==> config.mk <==
export PLATFORM = sky130hd
export DESIGN_NAME = sram_request_arbiter_flat
export DESIGN_NICKNAME = d
export VERILOG_FILES = /design/src/rtl/sram_arb_pkg.sv /design/src/rtl/sram_request_arbiter_if.sv /design/src/rtl/sram_wr_fifo.sv /design/src/rtl/sram_request_arbiter.sv /design/src/flat_wrapper.sv
export SDC_FILE = /design/constraint.sdc
export NUM_CORES = 1
export LEC_CHECK = 0
export CORE_MARGIN = 2
export CORE_UTILIZATION = 48
export DETAILED_ROUTE_END_ITERATION = 7
export GPL_ROUTABILITY_DRIVEN = 0
export PLACE_DENSITY = 0.76
export SYNTH_ARGS = -nofsm -noshare
export SYNTH_HDL_FRONTEND = slang
export SYNTH_SLANG_ARGS = --single-unit
==> constraint.sdc <==
create_clock -name clk -period 2.15 [get_ports clk]
set_input_delay 0.215 -clock clk [delete_from_list [all_inputs] [get_ports clk]]
set_output_delay 0.215 -clock clk [all_outputs]
set_load 0.005 [all_outputs]
==> src/rtl/sram_arb_pkg.sv <==
// Shared types for the SRAM request arbiter: default widths, FSM states and grant owner.
package sram_arb_pkg;

  localparam int DEF_ADDR_W = 18;
  localparam int DEF_DATA_W = 16;

  typedef enum logic [2:0] {
    IDLE,
    ISSUE_RD,
    WAIT_RD,
    DRAIN_RD,
    ISSUE_WR,
    WAIT_WR
  } arb_state_t;

  typedef enum logic {
    READ,
    WRITE
  } grant_t;

endpackage

==> src/rtl/sram_request_arbiter_if.sv <==
// Single-access handshake toward SRAMController; master = arbiter, slave = controller.
interface sram_request_arbiter_if #(
  parameter int ADDR_W = sram_arb_pkg::DEF_ADDR_W,
  parameter int DATA_W = sram_arb_pkg::DEF_DATA_W
);

  logic              mem_read_en;
  logic              mem_wr_en;
  logic [ADDR_W-1:0] mem_addr;
  logic [DATA_W-1:0] mem_wdata;
  logic [DATA_W-1:0] mem_rdata;
  logic              mem_read_valid;
  logic              mem_read_busy;
  logic              mem_wr_busy;

  modport master (
    output mem_read_en, mem_wr_en, mem_addr, mem_wdata,
    input  mem_rdata, mem_read_valid, mem_read_busy, mem_wr_busy
  );

  modport slave (
    input  mem_read_en, mem_wr_en, mem_addr, mem_wdata,
    output mem_rdata, mem_read_valid, mem_read_busy, mem_wr_busy
  );

endinterface

==> src/rtl/sram_wr_fifo.sv <==
// Synchronous FIFO for buffered {addr,data} writes; pointers carry one extra wrap bit.
module sram_wr_fifo #(
  parameter int WIDTH = 34,
  parameter int DEPTH = 4
) (
  input  logic             clk,
  input  logic             rst,
  input  logic             push,
  input  logic [WIDTH-1:0] push_data,
  input  logic             pop,
  output logic [WIDTH-1:0] head,
  output logic             full,
  output logic             empty
);

  localparam int AW = $clog2(DEPTH);
  localparam logic [AW:0] PTR_ONE = (AW + 1)'(1);

  logic [AW:0]      wptr;
  logic [AW:0]      rptr;
  logic [WIDTH-1:0] store [DEPTH];

  assign empty = (wptr == rptr);
  assign full  = (wptr[AW] != rptr[AW]) && (wptr[AW-1:0] == rptr[AW-1:0]);
  assign head  = store[rptr[AW-1:0]];

  always_ff @(posedge clk) begin
    if (rst) begin
      wptr <= '0;
      rptr <= '0;
    end else begin
      if (push && !full) wptr <= wptr + PTR_ONE;
      if (pop && !empty) rptr <= rptr + PTR_ONE;
    end
  end

  always_ff @(posedge clk) begin
    if (push && !full) store[wptr[AW-1:0]] <= push_data;
  end

endmodule

==> src/rtl/sram_request_arbiter.sv <==
// Round-robin front-end merging a buffered write stream and a single-outstanding read
// onto SRAMController's read_en/wr_en handshake, with a per-phase watchdog.
module sram_request_arbiter
  import sram_arb_pkg::*;
#(
  parameter int ADDR_W      = DEF_ADDR_W,
  parameter int DATA_W      = DEF_DATA_W,
  parameter int WFIFO_DEPTH = 4,
  parameter int TIMEOUT     = 32
) (
  input  logic                  clk,
  input  logic                  rst,
  input  logic                  wr_valid,
  output logic                  wr_ready,
  input  logic [ADDR_W-1:0]     wr_addr,
  input  logic [DATA_W-1:0]     wr_data,
  input  logic                  rd_req,
  output logic                  rd_ready,
  input  logic [ADDR_W-1:0]     rd_addr,
  output logic [DATA_W-1:0]     rd_data,
  output logic                  rd_data_valid,
  output logic                  timeout_err,
  sram_request_arbiter_if.master ctrl
);

  localparam int WD_W = $clog2(TIMEOUT + 1);
  localparam logic [WD_W-1:0] WD_LAST = WD_W'(TIMEOUT - 1);
  localparam logic [WD_W-1:0] WD_ONE  = WD_W'(1);

  arb_state_t        state, state_next;
  grant_t            last_grant;
  logic              rd_pend;
  logic [ADDR_W-1:0] rd_pend_addr;
  logic [WD_W-1:0]   wd_cnt;
  logic              wd_expired, abort;
  logic              grant_rd, grant_wr, rd_capture, rd_abort;
  logic              fifo_full, fifo_empty;
  logic [ADDR_W+DATA_W-1:0] fifo_head;

  logic              read_en_q, wr_en_q;
  logic [ADDR_W-1:0] addr_q, addr_n;
  logic [DATA_W-1:0] wdata_q, wdata_n;
  logic [DATA_W-1:0] rd_data_n;
  logic              read_en_n, wr_en_n, rdv_n, terr_n;

  assign wr_ready = !fifo_full && !rst;
  assign rd_ready = !rd_pend && !rst;

  sram_wr_fifo #(.WIDTH(ADDR_W + DATA_W), .DEPTH(WFIFO_DEPTH)) u_wr_fifo (
    .clk       (clk),
    .rst       (rst),
    .push      (wr_valid && wr_ready),
    .push_data ({wr_addr, wr_data}),
    .pop       (grant_wr),
    .head      (fifo_head),
    .full      (fifo_full),
    .empty     (fifo_empty)
  );

  // Under contention the source not served last wins.
  always_comb begin
    grant_rd = 1'b0;
    grant_wr = 1'b0;
    if (state == IDLE) begin
      if (rd_pend && !fifo_empty) begin
        grant_rd = (last_grant == WRITE);
        grant_wr = (last_grant == READ);
      end else begin
        grant_rd = rd_pend;
        grant_wr = !fifo_empty;
      end
    end
  end

  assign wd_expired = (state != IDLE) && (wd_cnt == WD_LAST);
  assign rd_capture = (state == WAIT_RD) && ctrl.mem_read_valid;

  always_ff @(posedge clk) begin
    if (rst) state <= IDLE;
    else     state <= state_next;
  end

  // Normal progress beats expiry; the watchdog only fires on a stalled phase.
  always_comb begin
    state_next = state;
    abort      = 1'b0;
    unique case (state)
      IDLE:     if (grant_rd) state_next = ISSUE_RD;
                else if (grant_wr) state_next = ISSUE_WR;
      ISSUE_RD: if (ctrl.mem_read_busy) state_next = WAIT_RD;
      WAIT_RD:  if (ctrl.mem_read_valid) state_next = DRAIN_RD;
      DRAIN_RD: if (!ctrl.mem_read_busy) state_next = IDLE;
      ISSUE_WR: if (ctrl.mem_wr_busy) state_next = WAIT_WR;
      WAIT_WR:  if (!ctrl.mem_wr_busy) state_next = IDLE;
      default:  state_next = IDLE;
    endcase
    if (wd_expired && state_next == state) begin
      state_next = IDLE;
      abort      = 1'b1;
    end
  end

  assign rd_abort = abort && (state inside {ISSUE_RD, WAIT_RD});

  always_comb begin
    read_en_n = (state_next == ISSUE_RD);
    wr_en_n   = (state_next == ISSUE_WR);
    addr_n    = addr_q;
    wdata_n   = wdata_q;
    if (grant_rd)      addr_n = rd_pend_addr;
    else if (grant_wr) {addr_n, wdata_n} = fifo_head;
    rdv_n     = rd_capture || rd_abort;
    rd_data_n = rd_data;
    if (rd_capture)    rd_data_n = ctrl.mem_rdata;
    else if (rd_abort) rd_data_n = '0;
    terr_n    = timeout_err || abort;
  end

  always_ff @(posedge clk) begin
    if (rst) begin
      read_en_q     <= 1'b0;
      wr_en_q       <= 1'b0;
      addr_q        <= '0;
      wdata_q       <= '0;
      rd_data       <= '0;
      rd_data_valid <= 1'b0;
      timeout_err   <= 1'b0;
      rd_pend       <= 1'b0;
      rd_pend_addr  <= '0;
      last_grant    <= WRITE;
      wd_cnt        <= '0;
    end else begin
      read_en_q     <= read_en_n;
      wr_en_q       <= wr_en_n;
      addr_q        <= addr_n;
      wdata_q       <= wdata_n;
      rd_data       <= rd_data_n;
      rd_data_valid <= rdv_n;
      timeout_err   <= terr_n;
      if (rdv_n) rd_pend <= 1'b0;
      if (rd_req && rd_ready) begin
        rd_pend      <= 1'b1;
        rd_pend_addr <= rd_addr;
      end
      if (grant_rd)      last_grant <= READ;
      else if (grant_wr) last_grant <= WRITE;
      if (state != state_next) wd_cnt <= '0;
      else if (state != IDLE)  wd_cnt <= wd_cnt + WD_ONE;
    end
  end

  assign ctrl.mem_read_en = read_en_q;
  assign ctrl.mem_wr_en   = wr_en_q;
  assign ctrl.mem_addr    = addr_q;
  assign ctrl.mem_wdata   = wdata_q;

endmodule

==> src/flat_wrapper.sv <==
// flat-port wrapper written by rule: the top's interface ports become plain ports
module sram_request_arbiter_flat import sram_arb_pkg::*;
#(
  parameter int ADDR_W      = DEF_ADDR_W,
  parameter int DATA_W      = DEF_DATA_W,
  parameter int WFIFO_DEPTH = 4,
  parameter int TIMEOUT     = 32
)
  (clk, rst, wr_valid, wr_ready, wr_addr, wr_data, rd_req, rd_ready, rd_addr, rd_data, rd_data_valid, timeout_err, ctrl_mem_read_en, ctrl_mem_wr_en, ctrl_mem_addr, ctrl_mem_wdata, ctrl_mem_rdata, ctrl_mem_read_valid, ctrl_mem_read_busy, ctrl_mem_wr_busy);
  sram_request_arbiter_if #(.ADDR_W(ADDR_W), .DATA_W(DATA_W)) ctrl_i ();
  input  logic clk;
  input  logic rst;
  input  logic wr_valid;
  output logic wr_ready;
  input  logic [ADDR_W-1:0] wr_addr;
  input  logic [DATA_W-1:0] wr_data;
  input  logic rd_req;
  output logic rd_ready;
  input  logic [ADDR_W-1:0] rd_addr;
  output logic [DATA_W-1:0] rd_data;
  output logic rd_data_valid;
  output logic timeout_err;
  output wire logic [$bits(ctrl_i.mem_read_en)-1:0] ctrl_mem_read_en;
  output wire logic [$bits(ctrl_i.mem_wr_en)-1:0] ctrl_mem_wr_en;
  output wire logic [$bits(ctrl_i.mem_addr)-1:0] ctrl_mem_addr;
  output wire logic [$bits(ctrl_i.mem_wdata)-1:0] ctrl_mem_wdata;
  input wire logic [$bits(ctrl_i.mem_rdata)-1:0] ctrl_mem_rdata;
  input wire logic [$bits(ctrl_i.mem_read_valid)-1:0] ctrl_mem_read_valid;
  input wire logic [$bits(ctrl_i.mem_read_busy)-1:0] ctrl_mem_read_busy;
  input wire logic [$bits(ctrl_i.mem_wr_busy)-1:0] ctrl_mem_wr_busy;
  assign ctrl_mem_read_en = ctrl_i.mem_read_en;
  assign ctrl_mem_wr_en = ctrl_i.mem_wr_en;
  assign ctrl_mem_addr = ctrl_i.mem_addr;
  assign ctrl_mem_wdata = ctrl_i.mem_wdata;
  assign ctrl_i.mem_rdata = ctrl_mem_rdata;
  assign ctrl_i.mem_read_valid = ctrl_mem_read_valid;
  assign ctrl_i.mem_read_busy = ctrl_mem_read_busy;
  assign ctrl_i.mem_wr_busy = ctrl_mem_wr_busy;
  sram_request_arbiter #(.ADDR_W(ADDR_W), .DATA_W(DATA_W), .WFIFO_DEPTH(WFIFO_DEPTH), .TIMEOUT(TIMEOUT)) u_core (.clk(clk), .rst(rst), .wr_valid(wr_valid), .wr_ready(wr_ready), .wr_addr(wr_addr), .wr_data(wr_data), .rd_req(rd_req), .rd_ready(rd_ready), .rd_addr(rd_addr), .rd_data(rd_data), .rd_data_valid(rd_data_valid), .timeout_err(timeout_err), .ctrl(ctrl_i));
endmodule
# After elaboration in Yosys (flattened, before gate mapping)
# Memory sizes are Yosys's and may differ from the RTL's. A register that Yosys moved wholly into a read port is not among the register bits.
# Index checks and enable logic that the tools add are counted.
# classes
bitwise_logic	2
eq_ne	13
reduce_logical	26
mux	26
addsub	3
# ops
op	count
18-bit two-way mux	2
16-bit two-way mux	2
3-bit two-way mux	8
3-bit case mux with 6 select lines	1
1-bit logical AND	12
1-bit two-way mux	11
3-bit == test, second input constant	3
2-bit nonzero test	4
3-bit by 1-bit adder with 3-bit output, second input constant	2
6-bit by 1-bit adder with 6-bit output, second input constant	1
3-bit by 1-bit == test with 1-bit output, second input constant	2
3-bit by 2-bit == test with 1-bit output, second input constant	2
3-bit == test	2
6-bit by 5-bit == test with 1-bit output, second input constant	1
1-bit logical NOT	4
2-bit two-way mux	2
3-bit logical NOT	1
3-bit != test	1
3-bit nonzero test	1
2-bit == test	1
1-bit logical OR	2
1-bit inverter	2
2-bit AND reduction	1
2-bit OR reduction	1
1-bit != test	1
# totals
out_inout_bits	56
ramBits	136
input_bits	75
register_bits	89
mem_count	1
wordCells	85
# memory_table
memory	depth	word_bits	read_ports	rd_ports_with_merged_regs	wr	line	rtl
u_core.u_wr_fifo.store	4	34	1	1	1	sram_wr_fifo.sv:21	logic [WIDTH-1:0] store [DEPTH];

# Depth between registers and ports, before layout
# Gate-level depths: netlist (run 1).
# logic_depth
word_depth	15
mapped_depth	9
depth_no_buf	7

# Hierarchy
# From an unflattened synthesis (run 1), not the netlist that was laid out.
# hier_totals
hier_cells	635
area_unflattened_um2	8836.0
# modules_own_cells
mod	cells_per_inst	seq_area_each_um2	area_each_um2	instances
sram_wr_fifo	246	4244.1	5470.2	1
sram_request_arbiter	389	1661.6	3365.7	1

# Worst setup path after synthesis (run 1)
# No wires, ideal clock.
# synth_path
kind	reg-to-reg
from	reg u_core.u_wr_fifo.wptr[0]
to	mem u_core.u_wr_fifo.store[3][0], enable pin
t_arrival_ns	1.910
setup_ns	0.396
synth_period_minus_slack_ns	2.306
path_buffers	0
stages_incl_launch_ff	5
required_ns	1.754
slack_ns	-0.156
path_cell_list	dfxtp_1 -> xor2_1 -> nor2_1 -> a21oi_1 -> and3_1
# synth_via
elab_chain_len	8
# synth_lines
element	line	rtl
from (decl)	sram_wr_fifo.sv:19	logic [AW:0] wptr;
from (signal assigned)	sram_wr_fifo.sv:32	if (push && !full) wptr <= wptr + PTR_ONE;
2-bit == test	sram_wr_fifo.sv:24	assign full = (wptr[AW] != rptr[AW]) && (wptr[AW-1:0] == rptr[AW-1:0]);
1-bit logical AND	sram_wr_fifo.sv:24	
1-bit logical NOT	sram_request_arbiter.sv:46	assign wr_ready = !fifo_full && !rst;
1-bit logical AND	sram_request_arbiter.sv:46	
via wr_ready	flat_wrapper.sv:14	output logic wr_ready;
1-bit logical AND	sram_request_arbiter.sv:52	.push (wr_valid && wr_ready),
1-bit logical AND	sram_wr_fifo.sv:38	if (push && !full) store[wptr[AW-1:0]] <= push_data;
1-bit two-way mux	sram_wr_fifo.sv:38	
1-bit two-way mux (not written as such)	sram_wr_fifo.sv:38	
to (decl)	sram_wr_fifo.sv:21	
# The timed path passes the listed nets, and every way through them passes these cells.

# Final worst setup path (run 1)
# layout_path
from	reg u_core.wd_cnt[1]
to	reg u_core.rd_data[6]
# layout_via
elab_chain_len	6
# layout_lines
element	line	rtl
from (decl)	sram_request_arbiter.sv:34	logic [WD_W-1:0] wd_cnt;
from (signal assigned)	sram_request_arbiter.sv:148	else if (state != IDLE) wd_cnt <= wd_cnt + WD_ONE;
6-bit by 5-bit == test with 1-bit output	sram_request_arbiter.sv:75	assign wd_expired = (state != IDLE) && (wd_cnt == WD_LAST);
1-bit logical AND	sram_request_arbiter.sv:75	
1-bit logical AND	sram_request_arbiter.sv:97	if (wd_expired && state_next == state) begin
1-bit two-way mux	sram_request_arbiter.sv:97	
1-bit logical AND	sram_request_arbiter.sv:103	assign rd_abort = abort && (state inside {ISSUE_RD, WAIT_RD});
2-bit nonzero test (no line)	n/a	
to (signal assigned)	sram_request_arbiter.sv:137	rd_data <= rd_data_n;
to (decl)	sram_request_arbiter.sv:20	output logic [DATA_W-1:0] rd_data,
# No other way between the ends.
# A chain may end at the register's enable or synchronous reset.

==> results of run 1 <==
==> what timing repair did <==
| item | CTS | global route |
|---|---|---|
| buffers inserted | 0 | 2 |
| endpoints found under the setup margin | 10 | 27 |
| pin swaps | 2 | 13 |
| gates resized for setup | 9 | 34 |
| cloned | 0 | 1 |
| hold buffers | 1 | 0 |
| hold endpoints to repair | 1 | 0 |
==> worst max path at each step <==
stage | startpoint | end | slack [ns] | cells past startpoint
floorplan | u_core.wd_cnt[0] | u_core.ctrl.mem_read_en | 0.12 | 8
finish | u_core.wd_cnt[1] | u_core.rd_data[6] | -0.06 | 8
CTS | u_core.wd_cnt[1] | u_core.wd_cnt[5] | 0.002 | 7
detailed placement | u_core.wd_cnt[1] | u_core.wd_cnt[5] | -0.04 | 7
global placement | ctrl_mem_read_busy | u_core.rd_pend | 0.07 | 8
global route | u_core.wd_cnt[1] | u_core.rd_data[6] | -0.12 | 8
==> per-layer routing <==
| layer | global-route usage | wire length, µm |
|---|---|---|
| met3 | 0.04247 | 1392 |
| met5 | 0 | 0 |
| met1 | 0.2559 | 8153 |
| met4 | 0.05908 | 394 |
| met2 | 0.3593 | 10060 |
==> power by group through the flow <==
stage	registers, mW	clock network (mW)	logic, mW
2_1_floorplan	5.51	0	2.22
3_5_place_dp	5.55	0	3.88
5_1_grt	5.54	3.88	4.39
6_report	5.48	3.65	4.05
4_1_cts	5.47	3.72	3.95
3_3_place_gp	5.52	0	3.77
==> critical path, stage by stage, from the launching register on <==
cell,delay (ns)
dfxtp_4,0.37
ha_4,0.14
nand3_2,0.08
or4b_4,0.57
a311oi_4,0.36
nand2b_4,0.15
buf_6,0.17
o21ai_1,0.17
nand2_1,0.08
==> registers in the layout (all words and copies together), names as in the netlist, named ones only <==
name and flops:
u_core.ctrl.mem_wr_en 1, u_core.last_grant 1, u_core.state 3, u_core.rd_pend 1, u_core.ctrl.mem_addr 18, u_core.rd_pend_addr 18, u_core.ctrl.mem_read_en 1, u_core.wd_cnt 6
u_core.rd_data_valid 1, u_core.u_wr_fifo.store 136, u_core.rd_data 16, u_core.u_wr_fifo.wptr 3, u_core.ctrl.mem_wdata 16, u_core.u_wr_fifo.rptr 3, u_core.timeout_err 1
==> cell type report <==
class                   instances  area (µm²)  area share
multi-input cells             365        2725      0.2419
repair buffers                165        1643      0.1459
inverters                       4       15.01    0.001333
well taps                     229       286.5     0.02544
clock buffers                  30       601.8     0.05343
flip-flops and latches        227        5913      0.5250
clock inverters                11       78.83    0.006998
==> through the flow <==
step	utilization	hold slack (ns)	TNS [ns]	setup slack (ns)
floorplan	-	0.3139	0	0.1195
global placement	0.5849	0.4382	0	0.06974
detailed placement	0.5849	0.4484	-0.09931	-0.04340
CTS	0.6250	0.2522	0	0.002139
global route	0.6313	0.2747	-1.846	-0.1235
finish	0.6313	0.2608	-0.2589	-0.06300
==> cells in the mapped netlist (2+ instances only) <==
| cell type | n | share of area |
|---|---|---|
| a31oi_1 | 2 | 0.0014 |
| nor3_1 | 7 | 0.0040 |
| o21a_1 | 3 | 0.0026 |
| nand2b_1 | 3 | 0.0022 |
| nor2_1 | 19 | 0.0082 |
| edfxtp_1 | 136 | 0.47 |
| nand3_1 | 5 | 0.0029 |
| inv_1 | 4 | 0.0017 |
| nor3_2 | 2 | 0.0023 |
| o31ai_1 | 3 | 0.0026 |
| clkbuf_1 | 29 | 0.013 |
| dfxtp_1 | 91 | 0.21 |
| o21ai_0 | 36 | 0.021 |
| nor2b_1 | 3 | 0.0022 |
| xnor2_1 | 6 | 0.0060 |
| buf_1 | 5 | 0.0022 |
| and2_1 | 2 | 0.0014 |
| and3_1 | 6 | 0.0043 |
| nand2_1 | 115 | 0.050 |
| a21o_1 | 3 | 0.0026 |
| a32oi_1 | 16 | 0.016 |
| xor2_1 | 6 | 0.0060 |
| nor4_1 | 3 | 0.0022 |
| nor3b_1 | 17 | 0.015 |
| buf_2 | 7 | 0.0040 |
| a22oi_1 | 18 | 0.016 |
| ha_1 | 6 | 0.0086 |
| a21oi_1 | 36 | 0.021 |
| mux4_2 | 34 | 0.088 |
==> kinds of logic (layout without fill, tap and decap cells) <==
family | Yosys count | in the layout | share of synthesized area
AO/OA/AOI/OAI | 127 | 127 | 0.09287
XOR/XNOR | 12 | 12 | 0.01209
adder cells (fa/ha/maj) | 6 | 6 | 0.008639
buffers and inverters | 45 | 210 | 0.02045
flip-flops | 227 | 227 | 0.6796
multiplexers | 35 | 35 | 0.08927
AND/OR/NAND/NOR | 185 | 185 | 0.09705
==> placed cells by master, fill, tap and decap left out, drive strengths merged, types with 5 or more instances in the layout <==
master,Yosys,final
ha,6,6
nand3,5,5
clkbuf,29,30
xor2,6,6
nand2,115,115
xnor2,6,6
nor3b,17,17
edfxtp,136,136
and3,6,6
nor2,20,20
dfxtp,91,91
nor3,9,9
a21oi,37,37
mux4,34,34
o21ai,37,37
clkdlybuf4s50,0,128
buf,12,35
clkinv,0,9
a22oi,18,18
inv,4,5
a32oi,16,16
==> flow_metrics.tcl, run 1 <==
set metrics [dict create \
    fin_crit_sh 1.029 \
    final_cells 1031 \
    drt_iter0_drc 338 \
    yosysSeqAreaShare 0.6796 \
    r2r_slack_ns -0.06 \
    cts.sinks 227 \
    cts_buffers 23 \
    grt_pass1_wl_um 31460 \
    grt_pass1_vias 6094 \
    port_buffers 130 \
    ys_types 43 \
    cp_data_arrival_time_ns 2.60 \
    antenna_found_initial 0 \
    outcome "finished with violations" \
    seqPwrFrac 0.416 \
    grt_usage 0.2038 \
    rsz0062_at_grt "true" \
    htreeDepth 1 \
    clockBufferDepth 3 \
    ys.flop_type "edfxtp_1" \
    reg2reg_depth 8 \
    final_nets 867 \
    n_fill_cell 1291 \
    vias 5818 \
    overflow 0 \
    p_total_mw 13.17 \
    postSynth.asyncResetShare 0 \
    grt_max_degree 38 \
    clock_latency_ns 0.51 \
    finalMaxSlewViolations 0 \
    post-route-worst-setup-slack_ns -0.06300 \
    syn-num-nets 718 \
    holdCritStartpoint "rd_addr[5]" \
    power_frac_comb 0.307 \
    die_y_um 138.6 \
    postSynthCellCount 637 \
    dp_hpwl_um 12570 \
    die_area_um2 19200 \
    path_class "flip-flop to flip-flop" \
    syn_to_final_growth_pct 29.62 \
    ys_ff_latch 227 \
    relSlewSlack 0.4822 \
    leakage_nw 3.809 \
    placed_area_um2 10440 \
    hold_depth 3 \
    routed_via_density 5.643 \
    initial_core_util 0.4871 \
    setup_viol 11 \
    place_inst 986 \
    peakVddDrop_v 0.0008373 \
    path_clk_slew_ns 0.06 \
    n_antenna_cell 0 \
    p_switching_mw 4.027 \
    synth_edf_count 136 \
    yosysWarnings 0 \
    fp.dieW_um 138.6 \
    intPower_mw 9.146 \
    post_route_cells_drive_above_1_share 0.1633 \
    cp.required_ns 2.54 \
    reg2reg_from "u_core.wd_cnt[1]" \
    cts_tree "yes" \
    clock_skew_ns 0.02075 \
    pwr_density_cell_nw_per_um2 1170 \
    power_frac_clock 0.277 \
    tightest_slew_ns 0.7758 \
    synth.cell_area_um2 8690 \
    ioPinCount 131 \
    rows 49 \
    routed_wl_um 20000 \
    max_cap_viol_count 0 \
    drc 0 \
    finalHoldViolCount 0 \
    violations "setup timing" \
    min_to "u_core.rd_pend_addr[5]" \
    drtAntennaViolNets 0 \
    finalCriticalPeriod_ns 2.213 \
    wire_per_inst_um 19.40 \
    first_pass_iters 5 \
    max_freq_mhz 451.9 \
    setup.worst_path.end_class "flip-flop" \
    switching_share 0.3057 \
    r2r_end "u_core.rd_data[6]" \
    critPathLaunchType "flip-flop" \
    ctsRootBufferMaster "clkbuf_16" \
    synth.avg_cell_area_um2 13.64 \
    core_area_um2 17840 \
    hold_class "primary input to flip-flop" \
    cp_max_fo 8 \
    fin_area_um2 11260 \
]
Note: power is estimated with default switching activity, not from simulation.
==> run 2, diff against run 1 <==
Settings changed: SKIP_CTS_REPAIR_TIMING set to 1.
==> run 2 against run 1 <==
- the flow still finishes with violations (setup timing)
- critical path depth unchanged
- non-clock buffer count increased by 2
- fmax up 2.5%
- clock power is essentially flat
- via count increased by 0.31%
- count of clock-buffer cells in the layout stayed put
- sequential power barely moved
- clock skew down 0.00085 ns
- first-iteration DRC count rose by 7.7%
- total power decreased by 0.26%
- largest cell class unchanged
- highest routed layer unchanged
==> flow_metrics.tcl, run 2 (synthesis gave the netlist of run 1 again) <==
set metrics [dict create \
    tightest_slew_ns 0.7659 \
    max_freq_mhz 463.0 \
    crit_buf_inv 1 \
    holdCritStartpoint "rd_addr[5]" \
    core_area_um2 17840 \
    cp_slowest_cell "or4b_4" \
    syn_to_final_growth_pct 29.73 \
    overflow 0 \
    n_fill_cell 1282 \
    leakage_nw 3.816 \
    setup.worst_path.end_class "flip-flop" \
    grt_pass1_vias 6058 \
    routed_via_density 5.650 \
    slowest_delay_ns 0.52 \
    outcome "finished with violations" \
    clockBufferDepth 3 \
    dp_hpwl_um 12570 \
    final_common_cell "edfxtp_1" \
    port_buffers 130 \
    largest_reg_flops 136 \
    cts_tree "yes" \
    cp_max_fo 5 \
    antenna_found_initial 0 \
    vias 5836 \
    place_inst 986 \
    violations "setup timing" \
    initial_core_util 0.4871 \
    cts.sinks 227 \
    grt_max_degree 38 \
    cp_data_arrival_time_ns 2.54 \
    relSlewSlack 0.4889 \
    finalCriticalPeriod_ns 2.160 \
    finalHoldViolCount 0 \
    hold_class "primary input to flip-flop" \
    finalMaxSlewViolations 0 \
    first_pass_iters 5 \
    fp.dieW_um 138.6 \
    wire_per_inst_um 19.37 \
    critPathLaunchType "flip-flop" \
    ctsRootBufferMaster "clkbuf_16" \
    post_route_cells_drive_above_1_share 0.1629 \
    fin_crit_sh 1.005 \
    drtAntennaViolNets 0 \
    die_area_um2 19200 \
    r2r_slack_ns -0.01 \
    ioPinCount 131 \
    htreeDepth 1 \
    r2r_end "u_core.wd_cnt[3]" \
    n_antenna_cell 0 \
    setup_viol 2 \
    path_cells "ha_4, nand3_2, or4b_4, a311oi_4, nand2b_4, buf_6, a31oi_4, nor3_1" \
    routed_wl_um 20010 \
    path_clk_slew_ns 0.06 \
    reg2reg_from "u_core.wd_cnt[1]" \
    final_cells 1033 \
    clock_latency_ns 0.51 \
    crit_family "simple AND/OR/NAND/NOR gates" \
    final_nets 869 \
    cts_buffers 23 \
    final_core_util 0.6319 \
    grt_pass1_wl_um 31330 \
    die_y_um 138.6 \
    rows 49 \
    drt_iter0_drc 364 \
    cp.required_ns 2.53 \
    peakVddDrop_v 0.0006832 \
    path_class "flip-flop to flip-flop" \
    drc 0 \
    pwr_density_cell_nw_per_um2 1166 \
    pre_cts_slack_ns -0.04340 \
    final_cell_mix "edfxtp_1 (136), clkdlybuf4s50_1 (129), nand2_1 (115), dfxtp_1 (84)" \
    post-route-worst-setup-slack_ns -0.009949 \
    grt_usage 0.2028 \
    rsz0062_at_grt "true" \
    clock_skew_ns 0.01990 \
    min_to "u_core.rd_pend_addr[5]" \
    reg2reg_depth 8 \
    fin_setup_tns_ns -0.01106 \
    max_cap_viol_count 0 \
    hold_depth 3 \
]
-- run 2: cell count changes in the layout (fill, tap and decap cells not counted), sizes merged --
cell and change:
buf +2, clkdlybuf4s50 +1, dlygate4sd2 -1
-- run 2: stage by stage --
| stage | hold WS [ns] | power (mW) | cell area (µm²) |
|---|---|---|---|
| 2_1_floorplan | 0.3139 | 7.723 | 8695 |
| 3_3_place_gp | 0.4382 | 9.284 | 10440 |
| 3_5_place_dp | 0.4484 | 9.432 | 10440 |
| 4_1_cts | -0.02809 | 13.10 | 11120 |
| 5_1_grt | 0.2747 | 13.76 | 11270 |
| 6_report | 0.2599 | 13.14 | 11270 |
-- run 2: area by class of cell --
class                           instances  area (µm²)  share of cell area
Inverter                                4       15.01            0.001332
Clock inverter                         11       78.83            0.006992
Multi-Input combinational cell        365        2711              0.2405
Clock buffer                           30       601.8             0.05339
Sequential cell                       227        5917              0.5249
Timing Repair Buffer                  167        1663              0.1475
Tap cell                              229       286.5             0.02542
-- run 2: worst max-delay path by stage --
stage	startpoint	endpoint	slack, ns	depth (start not counted)
3_3_place_gp	ctrl_mem_read_busy	u_core.rd_pend	0.07	8
5_1_grt	u_core.wd_cnt[1]	u_core.rd_data[15]	-0.05	8
4_1_cts	u_core.u_wr_fifo.wptr[1]	wr_ready	-0.28	4
3_5_place_dp	u_core.wd_cnt[1]	u_core.wd_cnt[5]	-0.04	7
6_report	u_core.wd_cnt[1]	u_core.wd_cnt[3]	-0.01	8
2_1_floorplan	u_core.wd_cnt[0]	u_core.ctrl.mem_read_en	0.12	8
-- run 2: per-layer routing --
layer | global-route usage | wire (µm) | vias to the layer above
met2 | 0.3551 | 10010 | 221
li1 | - | - | 2682
met4 | 0.05908 | 436 | 0
met1 | 0.2563 | 8172 | 2892
met5 | 0 | 0 | -
met3 | 0.04282 | 1397 | 41
-- run 2: power breakdown --
part	internal [mW]	switching, mW	leakage, nW
registers	5.15	0.339	1.98
clock network	2.09	1.56	0.336
logic	1.91	2.10	1.50
-- run 2: worst reg2reg max path, stage by stage (launching register included) --
cell and delay, ns:
dfxtp_4 0.37, ha_4 0.13, nand3_2 0.08, or4b_4 0.52, a311oi_4 0.36, nand2b_4 0.14, buf_6 0.14, a31oi_4 0.22
nor3_1 0.08
==> run 3, diff against run 2 <==
--- a/config.mk
+++ b/config.mk
@@ -7,2 +7,3 @@
 export LEC_CHECK = 0
+export CAP_MARGIN = 40
 export CORE_MARGIN = 2
==> constraint.sdc (replaced) <==
create_clock -name clk -period 2.15 [get_ports clk]
set_input_delay 0.5375 -clock clk [delete_from_list [all_inputs] [get_ports clk]]
set_output_delay 0.5375 -clock clk [all_outputs]
set_load 0.005 [all_outputs]
==> run 3 against run 2 <==
- the run still ends with setup timing left
- global-route usage grew 0.67 points
- hold slack gained 0.16 ns
- register-to-register slack lost 0.09 ns
- total power grew 1.9%
- fmax shrank 4.1%
- core utilization grew 0.65 points
- wire length grew 2.7%
- first-iteration DRC count grew 13%
- critical path depth is the same
==> flow_metrics.tcl, run 3 (synthesis gave the netlist of run 1 again) <==
set metrics [dict create \
    power_frac_comb 0.312 \
    reg2reg_from "u_core.wd_cnt[1]" \
    max_freq_mhz 444.0 \
    path_class "flip-flop to flip-flop" \
    critPathLaunchType "flip-flop" \
    port_buffers 130 \
    finalHoldViolCount 0 \
    die_y_um 138.6 \
    wire_per_inst_um 19.71 \
    drc 0 \
    grt_pass1_vias 5993 \
    cts_buffers 23 \
    rsz0062_at_grt "true" \
    routed_via_density 5.693 \
    cts_tree "yes" \
    peakVddDrop_v 0.0008385 \
    post_route_cells_drive_above_1_share 0.1744 \
    switching_share 0.3011 \
    final_core_util 0.6384 \
    clock_skew_ns 0.01201 \
    vias 5938 \
    final_cells 1043 \
    initial_core_util 0.4871 \
    finalCriticalPeriod_ns 2.252 \
    violations "setup timing" \
    cts.sinks 227 \
    setup.worst_path.end_class "flip-flop" \
    grt_max_degree 38 \
    power_frac_clock 0.276 \
    relSlewSlack 0.6044 \
    hold_class "primary input to flip-flop" \
    die_area_um2 19200 \
    grt_usage 0.2095 \
    post-route-worst-setup-slack_ns -0.1024 \
    syn_to_final_growth_pct 31.07 \
    whs_ns 0.4201 \
    drtAntennaViolNets 0 \
    worstSetupStartpoint "u_core.wd_cnt[1]" \
    reg2reg_depth 8 \
    antenna_found_initial 0 \
    dp_hpwl_um 13450 \
    max_cap_viol_count 0 \
    cp.required_ns 2.54 \
    path_clk_slew_ns 0.06 \
    overflow 0 \
    core_area_um2 17840 \
    cp_max_fo 3 \
    pre_cts_slack_ns -0.3483 \
    fp.dieW_um 138.6 \
    clock_latency_ns 0.49 \
    fin_area_um2 11390 \
    n_antenna_cell 0 \
    place_inst 998 \
    drt_iter0_drc 413 \
    seqPwrFrac 0.412 \
    largest_reg_flops 136 \
    finalMaxSlewViolations 0 \
    pwr_density_cell_nw_per_um2 1176 \
    setup_viol 27 \
    ioPinCount 131 \
    grt_pass1_wl_um 32140 \
    final_nets 879 \
    path_cells "ha_4, nand3_2, or4b_4, a311oi_4, nand2b_1, buf_6, o221a_1, and3_1" \
    r2r_end "u_core.ctrl.mem_read_en" \
    placed_area_um2 10550 \
    r2r_slack_ns -0.10 \
    clockBufferDepth 3 \
    leakage_nw 3.894 \
    slowest_delay_ns 0.57 \
    first_pass_iters 5 \
    fin_crit_sh 1.048 \
    ctsRootBufferMaster "clkbuf_16" \
    final_common_cell "edfxtp_1" \
    outcome "finished with violations" \
    n_fill_cell 1290 \
    endpoint "u_core.ctrl.mem_read_en" \
    htreeDepth 1 \
    intPower_mw 9.361 \
    final_cell_mix "edfxtp_1 (136), clkdlybuf4s50_1 (127), nand2_1 (115), dfxtp_1 (84), buf_4 (37)" \
    cp_data_arrival_time_ns 2.64 \
    cp_slowest_cell "or4b_4" \
    p_switching_mw 4.034 \
    tightest_slew_ns 0.5934 \
    rows 49 \
    routed_wl_um 20550 \
]
run 3: changes by cell type in the layout (fill, tap and decap cells not counted), sizes merged:
cell,previous run,this run
dlymetal6s2s,0,2
clkbuf,30,37
buf,37,48
clkdlybuf4s50,129,127
clkinv,9,2
dlygate4sd3,1,0
run 3: cell type report:
type	instances	area [µm²]	area share
sequential	227	5917	0.5195
multi-input combinational	365	2715	0.2384
timing repair buffer	177	1762	0.1547
clock buffer	37	648.1	0.05690
tap	229	286.5	0.02516
clock inverter	4	46.29	0.004065
inverter	4	15.01	0.001318
run 3: power by group through the flow:
stage | clock network, mW | registers [mW] | logic (mW)
finish | 3.70 | 5.52 | 4.18
global route | 3.92 | 5.58 | 4.53
CTS | 3.76 | 5.50 | 4.06
detailed placement | 0 | 5.59 | 4.02
global placement | 0 | 5.56 | 3.88
floorplan | 0 | 5.51 | 2.22
run 3: metrics by stage:
step	power, mW	setup TNS (ns)
after floorplan	7.723	0
after global placement	9.441	-2.619
after detailed placement	9.610	-5.496
after CTS	13.32	-1.213
after global routing	14.03	-3.334
final	13.39	-1.051
run 3: worst min-delay path by stage:
| stage | slack [ns] | from | cells after the start | to |
|---|---|---|---|---|
| after global placement | 0.44 | u_core.ctrl.mem_addr[4] | 2 | u_core.ctrl.mem_addr[4] |
| after floorplan | 0.44 | u_core.rd_pend_addr[0] | 2 | u_core.rd_pend_addr[0] |
| after detailed placement | 0.45 | u_core.ctrl.mem_addr[4] | 2 | u_core.ctrl.mem_addr[4] |
| final | 0.42 | rst | 3 | u_core.rd_data_valid |
| after global routing | 0.42 | rst | 3 | u_core.rd_data_valid |
| after CTS | 0.41 | rst | 3 | u_core.rd_data_valid |
run 3: per-layer routing:
layer | part of all wire | wire [µm] | track usage | vias up
met5 | 0 | 0 | 0 | -
met4 | 0.026 | 531 | 0.06069 | 0
met3 | 0.076 | 1563 | 0.03729 | 41
met2 | 0.50 | 10270 | 0.3637 | 257
met1 | 0.40 | 8186 | 0.2724 | 2930
li1 | - | - | - | 2710
run 3: worst max-delay path: cells and delay by family (launching register included):
kind                     cells  cell delay [ns]
AO/OA/AOI/OAI                2             0.51
AND/OR/NAND/NOR              4             0.96
adder cells (fa/ha/maj)      1             0.14
buffers and inverters        1             0.16
flip-flops                   1             0.37
